===== src/rtl/cavlc_pkg.sv =====
// Shared types and constants for the CAVLC residual block sequencer.
package cavlc_pkg;

  typedef enum logic [2:0] {
    IDLE = 3'd0,
    CT   = 3'd1,
    LV   = 3'd2,
    TZ   = 3'd3,
    RB   = 3'd4,
    FIN  = 3'd5
  } cavlc_state_e;

  localparam logic [4:0] MAX_COEFF_LUMA = 5'd16;
  localparam logic [4:0] MAX_COEFF_AC   = 5'd15;
  localparam logic [4:0] MAX_COEFF_CDC  = 5'd4;

  localparam int SHIFT_W_DEF = 5;

endpackage


===== src/rtl/cavlc_block_ctrl_if.sv =====
// Block-level handshake plus the four stage decoder control/shift buses.
interface cavlc_block_ctrl_if
  import cavlc_pkg::*;
#(
  parameter int SHIFT_W = SHIFT_W_DEF
);
  logic               Start;
  logic [4:0]         MaxNumCoeff;
  logic               Busy;
  logic               Done;
  logic               Error;
  logic               CtEnable, LvEnable, TzEnable, RbEnable;
  logic               CtDone, LvDone, TzDone, RbDone;
  logic [4:0]         CtTotalCoeff;
  logic [1:0]         CtTrailingOnes;
  logic [3:0]         TzTotalZeros;
  logic [4:0]         TotalCoeff;
  logic [1:0]         TrailingOnes;
  logic [3:0]         ZerosLeft;
  logic [SHIFT_W-1:0] CtNumShift, LvNumShift, TzNumShift, RbNumShift;
  logic               CtShiftEn, LvShiftEn, TzShiftEn, RbShiftEn;
  logic [SHIFT_W-1:0] NumShift;
  logic               ShiftEn;

  // Sequencer side.
  modport master (
    input  Start, MaxNumCoeff,
    input  CtDone, LvDone, TzDone, RbDone,
    input  CtTotalCoeff, CtTrailingOnes, TzTotalZeros,
    input  CtNumShift, LvNumShift, TzNumShift, RbNumShift,
    input  CtShiftEn, LvShiftEn, TzShiftEn, RbShiftEn,
    output Busy, Done, Error,
    output CtEnable, LvEnable, TzEnable, RbEnable,
    output TotalCoeff, TrailingOnes, ZerosLeft,
    output NumShift, ShiftEn
  );

  // Parser and stage decoder side.
  modport slave (
    output Start, MaxNumCoeff,
    output CtDone, LvDone, TzDone, RbDone,
    output CtTotalCoeff, CtTrailingOnes, TzTotalZeros,
    output CtNumShift, LvNumShift, TzNumShift, RbNumShift,
    output CtShiftEn, LvShiftEn, TzShiftEn, RbShiftEn,
    input  Busy, Done, Error,
    input  CtEnable, LvEnable, TzEnable, RbEnable,
    input  TotalCoeff, TrailingOnes, ZerosLeft,
    input  NumShift, ShiftEn
  );
endinterface


===== src/rtl/cavlc_shift_mux.sv =====
// Selects the active stage's shift request for the single bitstream shifter.
module cavlc_shift_mux
  import cavlc_pkg::*;
#(
  parameter int SHIFT_W = SHIFT_W_DEF
) (
  input  cavlc_state_e       i_state,
  input  logic [SHIFT_W-1:0] i_ct_num,
  input  logic [SHIFT_W-1:0] i_lv_num,
  input  logic [SHIFT_W-1:0] i_tz_num,
  input  logic [SHIFT_W-1:0] i_rb_num,
  input  logic               i_ct_en,
  input  logic               i_lv_en,
  input  logic               i_tz_en,
  input  logic               i_rb_en,
  output logic [SHIFT_W-1:0] o_num,
  output logic               o_en
);

  // NOTE: every output gets a default before the case so no path leaves it
  // unassigned; otherwise synthesis infers a latch.
  always_comb begin
    o_num = '0;
    o_en  = 1'b0;
    case (i_state)
      CT: begin o_num = i_ct_num; o_en = i_ct_en; end
      LV: begin o_num = i_lv_num; o_en = i_lv_en; end
      TZ: begin o_num = i_tz_num; o_en = i_tz_en; end
      RB: begin o_num = i_rb_num; o_en = i_rb_en; end
      default: ;
    endcase
  end

endmodule


===== src/rtl/cavlc_block_ctrl.sv =====
// Per-4x4-block sequencer: runs coeff_token, level, total_zeros, run_before in
// order, skips stages with no coded syntax and aborts stuck stages via watchdog.
module cavlc_block_ctrl
  import cavlc_pkg::*;
#(
  parameter int TIMEOUT = 64,
  parameter int SHIFT_W = SHIFT_W_DEF
) (
  input logic                Clk,
  input logic                nReset,
  cavlc_block_ctrl_if.master bus
);

  cavlc_state_e r_state, w_state_nxt;
  logic [4:0]   r_max;
  logic [4:0]   r_tc;
  logic [1:0]   r_t1;
  logic [3:0]   r_zl;
  logic         r_error;
  logic [7:0]   r_cnt;

  logic w_in_stage, w_stage_done, w_timeout, w_wd_fire, w_accept, w_ct_ovf;

  assign w_in_stage = (r_state == CT) || (r_state == LV) ||
                      (r_state == TZ) || (r_state == RB);
  assign w_timeout  = (r_cnt == 8'(TIMEOUT - 1));
  // A stage finishing on its last allowed cycle still completes normally.
  assign w_wd_fire  = w_in_stage && !w_stage_done && w_timeout;
  assign w_accept   = (r_state == IDLE) && bus.Start;
  assign w_ct_ovf   = (r_state == CT) && bus.CtDone && (bus.CtTotalCoeff > r_max);

  always_comb begin
    w_stage_done = 1'b0;
    w_state_nxt  = r_state;
    case (r_state)
      IDLE: if (bus.Start) w_state_nxt = CT;
      CT: begin
        w_stage_done = bus.CtDone;
        if (bus.CtDone) w_state_nxt = (bus.CtTotalCoeff == 5'd0) ? FIN : LV;
      end
      LV: begin
        w_stage_done = bus.LvDone;
        // An oversized TotalCoeff is treated as a full block: no total_zeros.
        if (bus.LvDone) w_state_nxt = (r_tc >= r_max) ? FIN : TZ;
      end
      TZ: begin
        w_stage_done = bus.TzDone;
        if (bus.TzDone)
          w_state_nxt = (bus.TzTotalZeros == 4'd0 || r_tc == 5'd1) ? FIN : RB;
      end
      RB: begin
        w_stage_done = bus.RbDone;
        if (bus.RbDone) w_state_nxt = FIN;
      end
      FIN:     w_state_nxt = IDLE;
      default: w_state_nxt = IDLE;
    endcase
    if (w_wd_fire) w_state_nxt = FIN;
  end

  // NOTE: sequential state uses non-blocking assignments so every register
  // samples pre-edge values regardless of block ordering.
  always_ff @(posedge Clk or negedge nReset) begin
    if (!nReset) begin
      r_state <= IDLE;
      r_cnt   <= '0;
    end else begin
      r_state <= w_state_nxt;
      if (w_state_nxt != r_state) r_cnt <= '0;
      else if (r_cnt != 8'hFF)    r_cnt <= r_cnt + 8'd1;
    end
  end

  always_ff @(posedge Clk or negedge nReset) begin
    if (!nReset) begin
      r_max   <= '0;
      r_tc    <= '0;
      r_t1    <= '0;
      r_zl    <= '0;
      r_error <= 1'b0;
    end else begin
      if (w_accept) r_max <= bus.MaxNumCoeff;
      if (r_state == CT && bus.CtDone) begin
        r_tc <= bus.CtTotalCoeff;
        r_t1 <= bus.CtTrailingOnes;
      end
      if (r_state == TZ && bus.TzDone) r_zl <= bus.TzTotalZeros;
      if (w_accept)                    r_error <= 1'b0;
      else if (w_wd_fire || w_ct_ovf)  r_error <= 1'b1;
    end
  end

  assign bus.Busy         = (r_state != IDLE);
  assign bus.Done         = (r_state == FIN);
  assign bus.Error        = r_error;
  assign bus.CtEnable     = (r_state == CT);
  assign bus.LvEnable     = (r_state == LV);
  assign bus.TzEnable     = (r_state == TZ);
  assign bus.RbEnable     = (r_state == RB);
  assign bus.TotalCoeff   = r_tc;
  assign bus.TrailingOnes = r_t1;
  assign bus.ZerosLeft    = r_zl;

  cavlc_shift_mux #(.SHIFT_W(SHIFT_W)) u_shift_mux (
    .i_state  (r_state),
    .i_ct_num (bus.CtNumShift),
    .i_lv_num (bus.LvNumShift),
    .i_tz_num (bus.TzNumShift),
    .i_rb_num (bus.RbNumShift),
    .i_ct_en  (bus.CtShiftEn),
    .i_lv_en  (bus.LvShiftEn),
    .i_tz_en  (bus.TzShiftEn),
    .i_rb_en  (bus.RbShiftEn),
    .o_num    (bus.NumShift),
    .o_en     (bus.ShiftEn)
  );

endmodule


===== src/flat_wrapper.sv =====
// flat-port wrapper written by rule: the top's interface ports become plain ports
module cavlc_block_ctrl_flat import cavlc_pkg::*;
#(
  parameter int TIMEOUT = 64,
  parameter int SHIFT_W = SHIFT_W_DEF
)
  (Clk, nReset, bus_Start, bus_MaxNumCoeff, bus_CtDone, bus_LvDone, bus_TzDone, bus_RbDone, bus_CtTotalCoeff, bus_CtTrailingOnes, bus_TzTotalZeros, bus_CtNumShift, bus_LvNumShift, bus_TzNumShift, bus_RbNumShift, bus_CtShiftEn, bus_LvShiftEn, bus_TzShiftEn, bus_RbShiftEn, bus_Busy, bus_Done, bus_Error, bus_CtEnable, bus_LvEnable, bus_TzEnable, bus_RbEnable, bus_TotalCoeff, bus_TrailingOnes, bus_ZerosLeft, bus_NumShift, bus_ShiftEn);
  cavlc_block_ctrl_if #(.SHIFT_W(SHIFT_W)) bus_i ();
  input logic Clk;
  input logic nReset;
  input wire logic [$bits(bus_i.Start)-1:0] bus_Start;
  input wire logic [$bits(bus_i.MaxNumCoeff)-1:0] bus_MaxNumCoeff;
  input wire logic [$bits(bus_i.CtDone)-1:0] bus_CtDone;
  input wire logic [$bits(bus_i.LvDone)-1:0] bus_LvDone;
  input wire logic [$bits(bus_i.TzDone)-1:0] bus_TzDone;
  input wire logic [$bits(bus_i.RbDone)-1:0] bus_RbDone;
  input wire logic [$bits(bus_i.CtTotalCoeff)-1:0] bus_CtTotalCoeff;
  input wire logic [$bits(bus_i.CtTrailingOnes)-1:0] bus_CtTrailingOnes;
  input wire logic [$bits(bus_i.TzTotalZeros)-1:0] bus_TzTotalZeros;
  input wire logic [$bits(bus_i.CtNumShift)-1:0] bus_CtNumShift;
  input wire logic [$bits(bus_i.LvNumShift)-1:0] bus_LvNumShift;
  input wire logic [$bits(bus_i.TzNumShift)-1:0] bus_TzNumShift;
  input wire logic [$bits(bus_i.RbNumShift)-1:0] bus_RbNumShift;
  input wire logic [$bits(bus_i.CtShiftEn)-1:0] bus_CtShiftEn;
  input wire logic [$bits(bus_i.LvShiftEn)-1:0] bus_LvShiftEn;
  input wire logic [$bits(bus_i.TzShiftEn)-1:0] bus_TzShiftEn;
  input wire logic [$bits(bus_i.RbShiftEn)-1:0] bus_RbShiftEn;
  output wire logic [$bits(bus_i.Busy)-1:0] bus_Busy;
  output wire logic [$bits(bus_i.Done)-1:0] bus_Done;
  output wire logic [$bits(bus_i.Error)-1:0] bus_Error;
  output wire logic [$bits(bus_i.CtEnable)-1:0] bus_CtEnable;
  output wire logic [$bits(bus_i.LvEnable)-1:0] bus_LvEnable;
  output wire logic [$bits(bus_i.TzEnable)-1:0] bus_TzEnable;
  output wire logic [$bits(bus_i.RbEnable)-1:0] bus_RbEnable;
  output wire logic [$bits(bus_i.TotalCoeff)-1:0] bus_TotalCoeff;
  output wire logic [$bits(bus_i.TrailingOnes)-1:0] bus_TrailingOnes;
  output wire logic [$bits(bus_i.ZerosLeft)-1:0] bus_ZerosLeft;
  output wire logic [$bits(bus_i.NumShift)-1:0] bus_NumShift;
  output wire logic [$bits(bus_i.ShiftEn)-1:0] bus_ShiftEn;
  assign bus_i.Start = bus_Start;
  assign bus_i.MaxNumCoeff = bus_MaxNumCoeff;
  assign bus_i.CtDone = bus_CtDone;
  assign bus_i.LvDone = bus_LvDone;
  assign bus_i.TzDone = bus_TzDone;
  assign bus_i.RbDone = bus_RbDone;
  assign bus_i.CtTotalCoeff = bus_CtTotalCoeff;
  assign bus_i.CtTrailingOnes = bus_CtTrailingOnes;
  assign bus_i.TzTotalZeros = bus_TzTotalZeros;
  assign bus_i.CtNumShift = bus_CtNumShift;
  assign bus_i.LvNumShift = bus_LvNumShift;
  assign bus_i.TzNumShift = bus_TzNumShift;
  assign bus_i.RbNumShift = bus_RbNumShift;
  assign bus_i.CtShiftEn = bus_CtShiftEn;
  assign bus_i.LvShiftEn = bus_LvShiftEn;
  assign bus_i.TzShiftEn = bus_TzShiftEn;
  assign bus_i.RbShiftEn = bus_RbShiftEn;
  assign bus_Busy = bus_i.Busy;
  assign bus_Done = bus_i.Done;
  assign bus_Error = bus_i.Error;
  assign bus_CtEnable = bus_i.CtEnable;
  assign bus_LvEnable = bus_i.LvEnable;
  assign bus_TzEnable = bus_i.TzEnable;
  assign bus_RbEnable = bus_i.RbEnable;
  assign bus_TotalCoeff = bus_i.TotalCoeff;
  assign bus_TrailingOnes = bus_i.TrailingOnes;
  assign bus_ZerosLeft = bus_i.ZerosLeft;
  assign bus_NumShift = bus_i.NumShift;
  assign bus_ShiftEn = bus_i.ShiftEn;
  cavlc_block_ctrl #(.TIMEOUT(TIMEOUT), .SHIFT_W(SHIFT_W)) u_core (.Clk(Clk), .nReset(nReset), .bus(bus_i));
endmodule

===== config.mk =====
export PLATFORM = sky130hd
export DESIGN_NAME = cavlc_block_ctrl_flat
export DESIGN_NICKNAME = d
export VERILOG_FILES = /design/src/rtl/cavlc_pkg.sv /design/src/rtl/cavlc_block_ctrl_if.sv /design/src/rtl/cavlc_shift_mux.sv /design/src/rtl/cavlc_block_ctrl.sv /design/src/flat_wrapper.sv
export SDC_FILE = /design/constraint.sdc
export NUM_CORES = 1
export LEC_CHECK = 0
export BUFFER_PORTS_ARGS = -buffer_cell sky130_fd_sc_hd__buf_2
export CORE_ASPECT_RATIO = 1.2
export CORE_MARGIN = 2
export CORE_UTILIZATION = 49
export DETAILED_ROUTE_END_ITERATION = 16
export PLACE_DENSITY = 0.85
export SYNTH_ARGS = -nofsm -noshare
export SYNTH_HDL_FRONTEND = slang
export SYNTH_SLANG_ARGS = --single-unit

===== constraint.sdc =====
create_clock -name Clk -period 2.2 [get_ports Clk]
set_clock_uncertainty 0.1 [all_clocks]
set_input_delay 0.11 -clock Clk [delete_from_list [all_inputs] [get_ports Clk]]
set_output_delay 0.11 -clock Clk [all_outputs]
set_load 0.005 [all_outputs]

==> metrics.md, run 1 <==
| Metric | Value |
|---|---|
| RSZ-0062 raised after global routing | `no` |
| Pre-antenna DRT Iters | `4` |
| Arr. time, crit path | `2070 ps` |
| WL/cell | `14.7 um` |
| Data required, critical path | `2250 ps` |
| First-pass GRT wire length | `7400 um` |
| Final Setup Violations | `0` |
| Core Region | `3570 um2` |
| Total wire length | `4580 um` |
| Cell family with most CP delay | `flip-flops` |
| Synth async-reset ratio | `100%` |
| I/O Pins | `71` |
| Worst Path Buf+Inv | `0` |
| Syn Nets | `245` |
| Overall routing resource usage | `22.6%` |
| Max-capacitance violation count | `0` |
| Setup TNS | `0 ps` |
| CTS tree | `done` |
| Clock sink count | `28` |
| # diodes | `0` |
| Critical Path End Type | `register` |
| Largest net degree at the start of global routing | `29` |
| Crit path largest cell delay | `630 ps` |
| Initial antenna violation count | `0` |
| Commonest non-fill, non-tap cells in the layout | `buf_2, dfrtp_1, nand2_1, nor2_1` |
| Root buf cell | `clkbuf_8` |
| Max FO, Critical Path | `13` |
| # rows | `24` |
| Final hold violations | `0` |
| Top layer in use | `met4` |
| Ys flop type | `dfrtp_1` |
| Vias | `1744` |
| Met3 WL | `274 um` |
| Post-synth EDFFs | `0` |
| Die width | `59.3 um` |
| Hpwl dp | `3550 um` |
| Area leader, netlist | `dfrtp_1` |
| Slew headroom | `58.8%` |
| Fmax achieved | `494 MHz` |
| Total CTS buffers | `3` |
| Die Height | `70.4 um` |
| Overall power | `2600 uW` |
| Ys Warns | `0` |
| Commonest non-fill, non-tap cell in the layout | `buf_2` |
| Final Cycle Share | `92.0%` |
| Register bit total from synthesis | `28` |
| Worst Path Class, Setup | `register to register` |
| Synthesis-to-layout area growth | `31.9%` |
| Fraction of layout cells with a size suffix above 1 | `37.4%` |
| Starting Density | `50.3%` |
| Vias/cell | `5.59` |
| M1 WL | `1940 um` |
| Clk_lat worst skew | `270 ps` |
| Synth area leaders | `dfrtp_1, ha_1, mux2_2` |
| Post-route minimum period | `2020 ps` |
| Nets@finish | `333` |
| First DRT Iteration DRCs | `62` |
| Critical-path top delay cell | `dfrtp_1` |
| Remaining antenna violation count after routing | `0` |
| Outcome | `finished, final reports clean` |
| Avg Inst Size Synth | `9.61 um2` |
| GR Overflow Total | `0` |
| Power density over cell area | `1100 nW/um2` |
| Longest Clk Path Bufs | `2` |
| Slew @ Worst Pin | `618 ps` |
| Fin. max-slew vios | `0` |
| Cell area after synthesis | `1800 um2` |
| WL met2 | `2290 um` |
| Sequential fraction of the synthesis area | `39.0%` |
| Die ar. | `4170 um2` |
| Hold Crit Class | `primary input to register` |
| Synthesized instance count | `187` |
| DRC violations left | `0` |
| LEAKAGE | `0.00119 uW` |
| GP Congestion | `0.920` |
| Post-synth top area share | `39.0%` |
| Port-buffer cells | `70` |
| Maximum vdd drop | `0.000639 V` |
| Netlist cell types | `40` |
| Critical-path cell list | `nor2_1, a221o_1, nor4_4, o21ai_2, nand3_4, a211oi_2` |
| Critical Path Start Type | `register` |
| H-tree depth | `1` |
| Vias in the first global route | `1726` |
| Clock-pin slew on the worst setup and hold paths | `90 ps` |
[cell usage after synthesis (2+ instances only)]
master	count
a211oi_1	2
a211o_1	3
and2_1	2
inv_1	10
o22ai_1	3
and3_1	6
nor2_1	19
mux2_2	11
mux2i_1	5
nand4_1	2
ha_1	11
a21oi_1	5
nor2b_1	4
clkbuf_1	2
nand2_1	19
o21ai_0	11
xor2_1	3
buf_2	2
nand3_1	7
o21ai_2	2
dfrtp_1	28
a211oi_2	2
a22oi_1	9
nor4_1	3
[registers in the layout (all words and copies together), names as in the netlist]
signal,flops
u_core.r_cnt,8
u_core.bus.ZerosLeft,4
u_core.bus.TrailingOnes,2
u_core.bus.TotalCoeff,5
u_core.r_state,3
u_core.bus.Error,1
u_core.r_max,5
[kinds of logic after synthesis]
| logic type | count (synthesis) | share of synthesized area [%] |
|---|---|---|
| compound gates | 42 | 16.5 |
| flops | 28 | 39.0 |
| buf+inv | 16 | 4.11 |
| simple gates | 70 | 21.2 |
| fa+ha+maj | 11 | 7.65 |
| xor+xnor | 4 | 1.95 |
| mux | 16 | 9.67 |
[stage by stage]
stage | hold WS (ps) | instances | instance area, um2 | setup WS (ps) | utilization [%]
2_1_floorplan | -286 | 187 | 1800 | 304 | -
3_3_place_gp | 53.6 | 297 | 2210 | 237 | 61.9
3_5_place_dp | 53.6 | 297 | 2210 | 199 | 61.9
4_1_cts | 1.15 | 310 | 2350 | 88.9 | 65.9
5_1_grt | 0.0531 | 312 | 2370 | 21.3 | 66.4
6_report | 3.74 | 312 | 2370 | 176 | 66.4
[what timing repair did]
action	CTS	global route
hold endpoints to repair	37	1
gates resized for setup	0	1
hold buffers	10	1
endpoints found under the setup margin	0	4
setup buffers	0	1
[worst reg2reg max path, stage by stage, from the launching register on]
cell and delay, ps:
dfrtp_1 630, nor2_1 160, a221o_1 390, nor4_4 310, o21ai_2 120, nand3_4 130
a211oi_2 60
[routing by layer]
metal | track usage [%] | vias to the layer above
li1 | - | 855
met1 | 27.2 | 812
met2 | 39.7 | 69
met3 | 2.96 | 8
met4 | 8.59 | 0
met5 | 0 | -
[worst paths after layout]
| kind | from | to | slack (ps) | depth (start not counted) |
|---|---|---|---|---|
| min in group asynchronous | nReset | u_core.bus.TotalCoeff[0] | 290 | 2 |
| setup reg to reg | u_core.r_state[0] | u_core.r_cnt[6] | 180 | 6 |
| hold / removal | bus_TzTotalZeros[2] | u_core.bus.ZerosLeft[2] | 4 | 2 |
| setup / recovery | u_core.r_state[0] | u_core.r_cnt[6] | 180 | 6 |
| max in group asynchronous | nReset | u_core.bus.ZerosLeft[2] | 1310 | 2 |
| hold reg to reg | u_core.bus.TrailingOnes[1] | u_core.bus.TrailingOnes[1] | 410 | 1 |
[final cells by class]
cell class	instances	area, um2
clock buffer	3	41.3
fill	289	1200
inverter	10	37.5
multi-input combinational	143	1020
sequential	28	701
tap	39	48.8
timing repair buffer	89	520
[report_power, final]
| part | switching, uW | internal (uW) | leakage (uW) |
|---|---|---|---|
| logic | 702 | 724 | 0.000815 |
| registers | 197 | 708 | 0.000354 |
| clock network | 147 | 123 | 0.0000216 |
Note: power is estimated with default switching activity, not from simulation.
==> run 2, diff against run 1 <==
Settings changed: MAX_ROUTING_LAYER set to met4.
==> run 2 against run 1 <==
  * Combinational power is essentially flat
  * Highest routed layer unchanged
  * Wire length is 0.50% lower
  * Count of clock-buffer cells in the layout unchanged
  * Hold slack lost 1.6 ps
==> metrics.md, run 2 (same netlist as run 1, synthesis figures left out) <==
| Metric | Value |
|---|---|
| Remaining antenna violation count after routing | `0` |
| Overall routing resource usage | `23.2%` |
| Max FO, Critical Path | `13` |
| Max-capacitance violation count | `0` |
| Vias in the first global route | `1726` |
| Longest Clk Path Bufs | `2` |
| WL/cell | `14.6 um` |
| Core Region | `3570 um2` |
| Top reg by flops | `u_core.r_cnt` |
| Final Instance Area | `2370 um2` |
| I/O Pins | `71` |
| Data required, critical path | `2250 ps` |
| Die width | `59.3 um` |
| CTS tree | `done` |
| Setup TNS | `0 ps` |
| Final Cycle Share | `91.7%` |
| Clock sink count | `28` |
| Fillers | `289` |
| Post-route minimum period | `2020 ps` |
| Crit path largest cell delay | `630 ps` |
| Vias/cell | `5.57` |
| Starting Density | `50.3%` |
| Fraction of layout cells with a size suffix above 1 | `37.4%` |
| Die ar. | `4170 um2` |
| Critical-path top delay cell | `dfrtp_1` |
| RSZ-0062 raised after global routing | `no` |
| Total CTS buffers | `3` |
| Final Setup Violations | `0` |
| GP Congestion | `0.937` |
| H-tree depth | `1` |
| Arr. time, crit path | `2060 ps` |
| Initial antenna violation count | `0` |
| Nets@finish | `333` |
| # diodes | `0` |
| Fin. max-slew vios | `0` |
| First-pass GRT wire length | `7400 um` |
| Clk_lat worst skew | `270 ps` |
| Largest net degree at the start of global routing | `29` |
| Slew headroom | `59.0%` |
| Clock-pin slew on the worst setup and hold paths | `90 ps` |
| Maximum vdd drop | `0.000638 V` |
| Commonest non-fill, non-tap cell in the layout | `buf_2` |
| Critical Path End Type | `register` |
| Post-DP Area | `2210 um2` |
| Outcome | `finished, final reports clean` |
| Commonest non-fill, non-tap cells in the layout | `buf_2, dfrtp_1, nand2_1, nor2_1` |
| Synthesis-to-layout area growth | `31.9%` |
| Root buf cell | `clkbuf_8` |
| # rows | `24` |
| Slew @ Worst Pin | `615 ps` |
| Total wire length | `4560 um` |
| Pre-antenna DRT Iters | `7` |
| First DRT Iteration DRCs | `65` |
| GR Overflow Total | `0` |
| Critical-path cell list | `nor2_1, a221o_1, nor4_4, o21ai_2, nand3_4, a211oi_2` |
| Power density over cell area | `1090 nW/um2` |
| Worst Path Class, Setup | `register to register` |
| Vias | `1739` |
| LEAKAGE | `0.00119 uW` |
| Hold Crit Class | `primary input to register` |
| DRC violations left | `0` |
| Critical Path Start Type | `register` |
| Fmax achieved | `495 MHz` |
| Hpwl dp | `3550 um` |
| Largest register FFs | `8` |
| Port-buffer cells | `70` |
| Final hold violations | `0` |
| Die Height | `70.4 um` |
[run 2: cell counts in the layout (fill, tap and decap cells not counted)]
Identical to the previous run, type by type.
[run 2: layout make-up]
cell class	instances	area [um2]	share of cell area, %
Timing Repair Buffer	89	520	21.9
Tap cell	39	48.8	2.06
Multi-Input combinational cell	143	1020	43.1
Inverter	10	37.5	1.58
Sequential cell	28	701	29.5
Clock buffer	3	41.3	1.74
[run 2: power by group]
group	total [uW]	internal, uW	switching, uW
Clock	268	123	146
Combinational	1420	724	700
Sequential	905	709	196
Total	2600	1550	1040
[run 2: worst max-delay path: cells and delay by family, from the launching register on]
family,cells,cell delay (ps)
simple gates,3,600
flops,1,630
compound gates,3,570
[run 2: path summary, 6_finish.rpt]
kind | start | cells past startpoint | slack [ps] | end
setup / recovery | u_core.r_state[0] | 6 | 180 | u_core.r_cnt[6]
hold / removal | bus_TzTotalZeros[0] | 2 | 2 | u_core.bus.ZerosLeft[0]
setup reg to reg | u_core.r_state[0] | 6 | 180 | u_core.r_cnt[6]
hold reg to reg | u_core.bus.TrailingOnes[1] | 1 | 410 | u_core.bus.TrailingOnes[1]
max in group asynchronous | nReset | 2 | 1310 | u_core.bus.TrailingOnes[0]
min in group asynchronous | nReset | 2 | 290 | u_core.bus.TotalCoeff[0]
[run 2: metal layers]
layer  wire length, um  global-route usage [%]  vias to the layer above
met5                 0                       -                        -
met3               279                    2.78                        8
met2              2300                    39.8                       75
met1              1910                    27.2                      801
li1                  -                       -                      855
met4                74                    8.59                        0
[run 2: repair_timing]
| action | 4_1_cts | 5_1_grt |
|---|---|---|
| hold buffers | 10 | 1 |
| buffers inserted | 0 | 1 |
| endpoints found under the hold margin | 37 | 1 |
| gates resized for setup | 0 | 1 |
| setup endpoints to repair | 0 | 4 |
[run 2: stage by stage]
step	power (uW)	hold WS [ps]	std cells	util (%)	worst slack, ps
6_report	2600	2.12	312	66.4	182
5_1_grt	2820	0.0865	312	66.4	21.3
4_1_cts	2570	1.15	310	65.9	88.9
3_5_place_dp	2280	53.6	297	61.9	199
2_1_floorplan	1800	-286	187	-	304
3_3_place_gp	2240	53.6	297	61.9	237
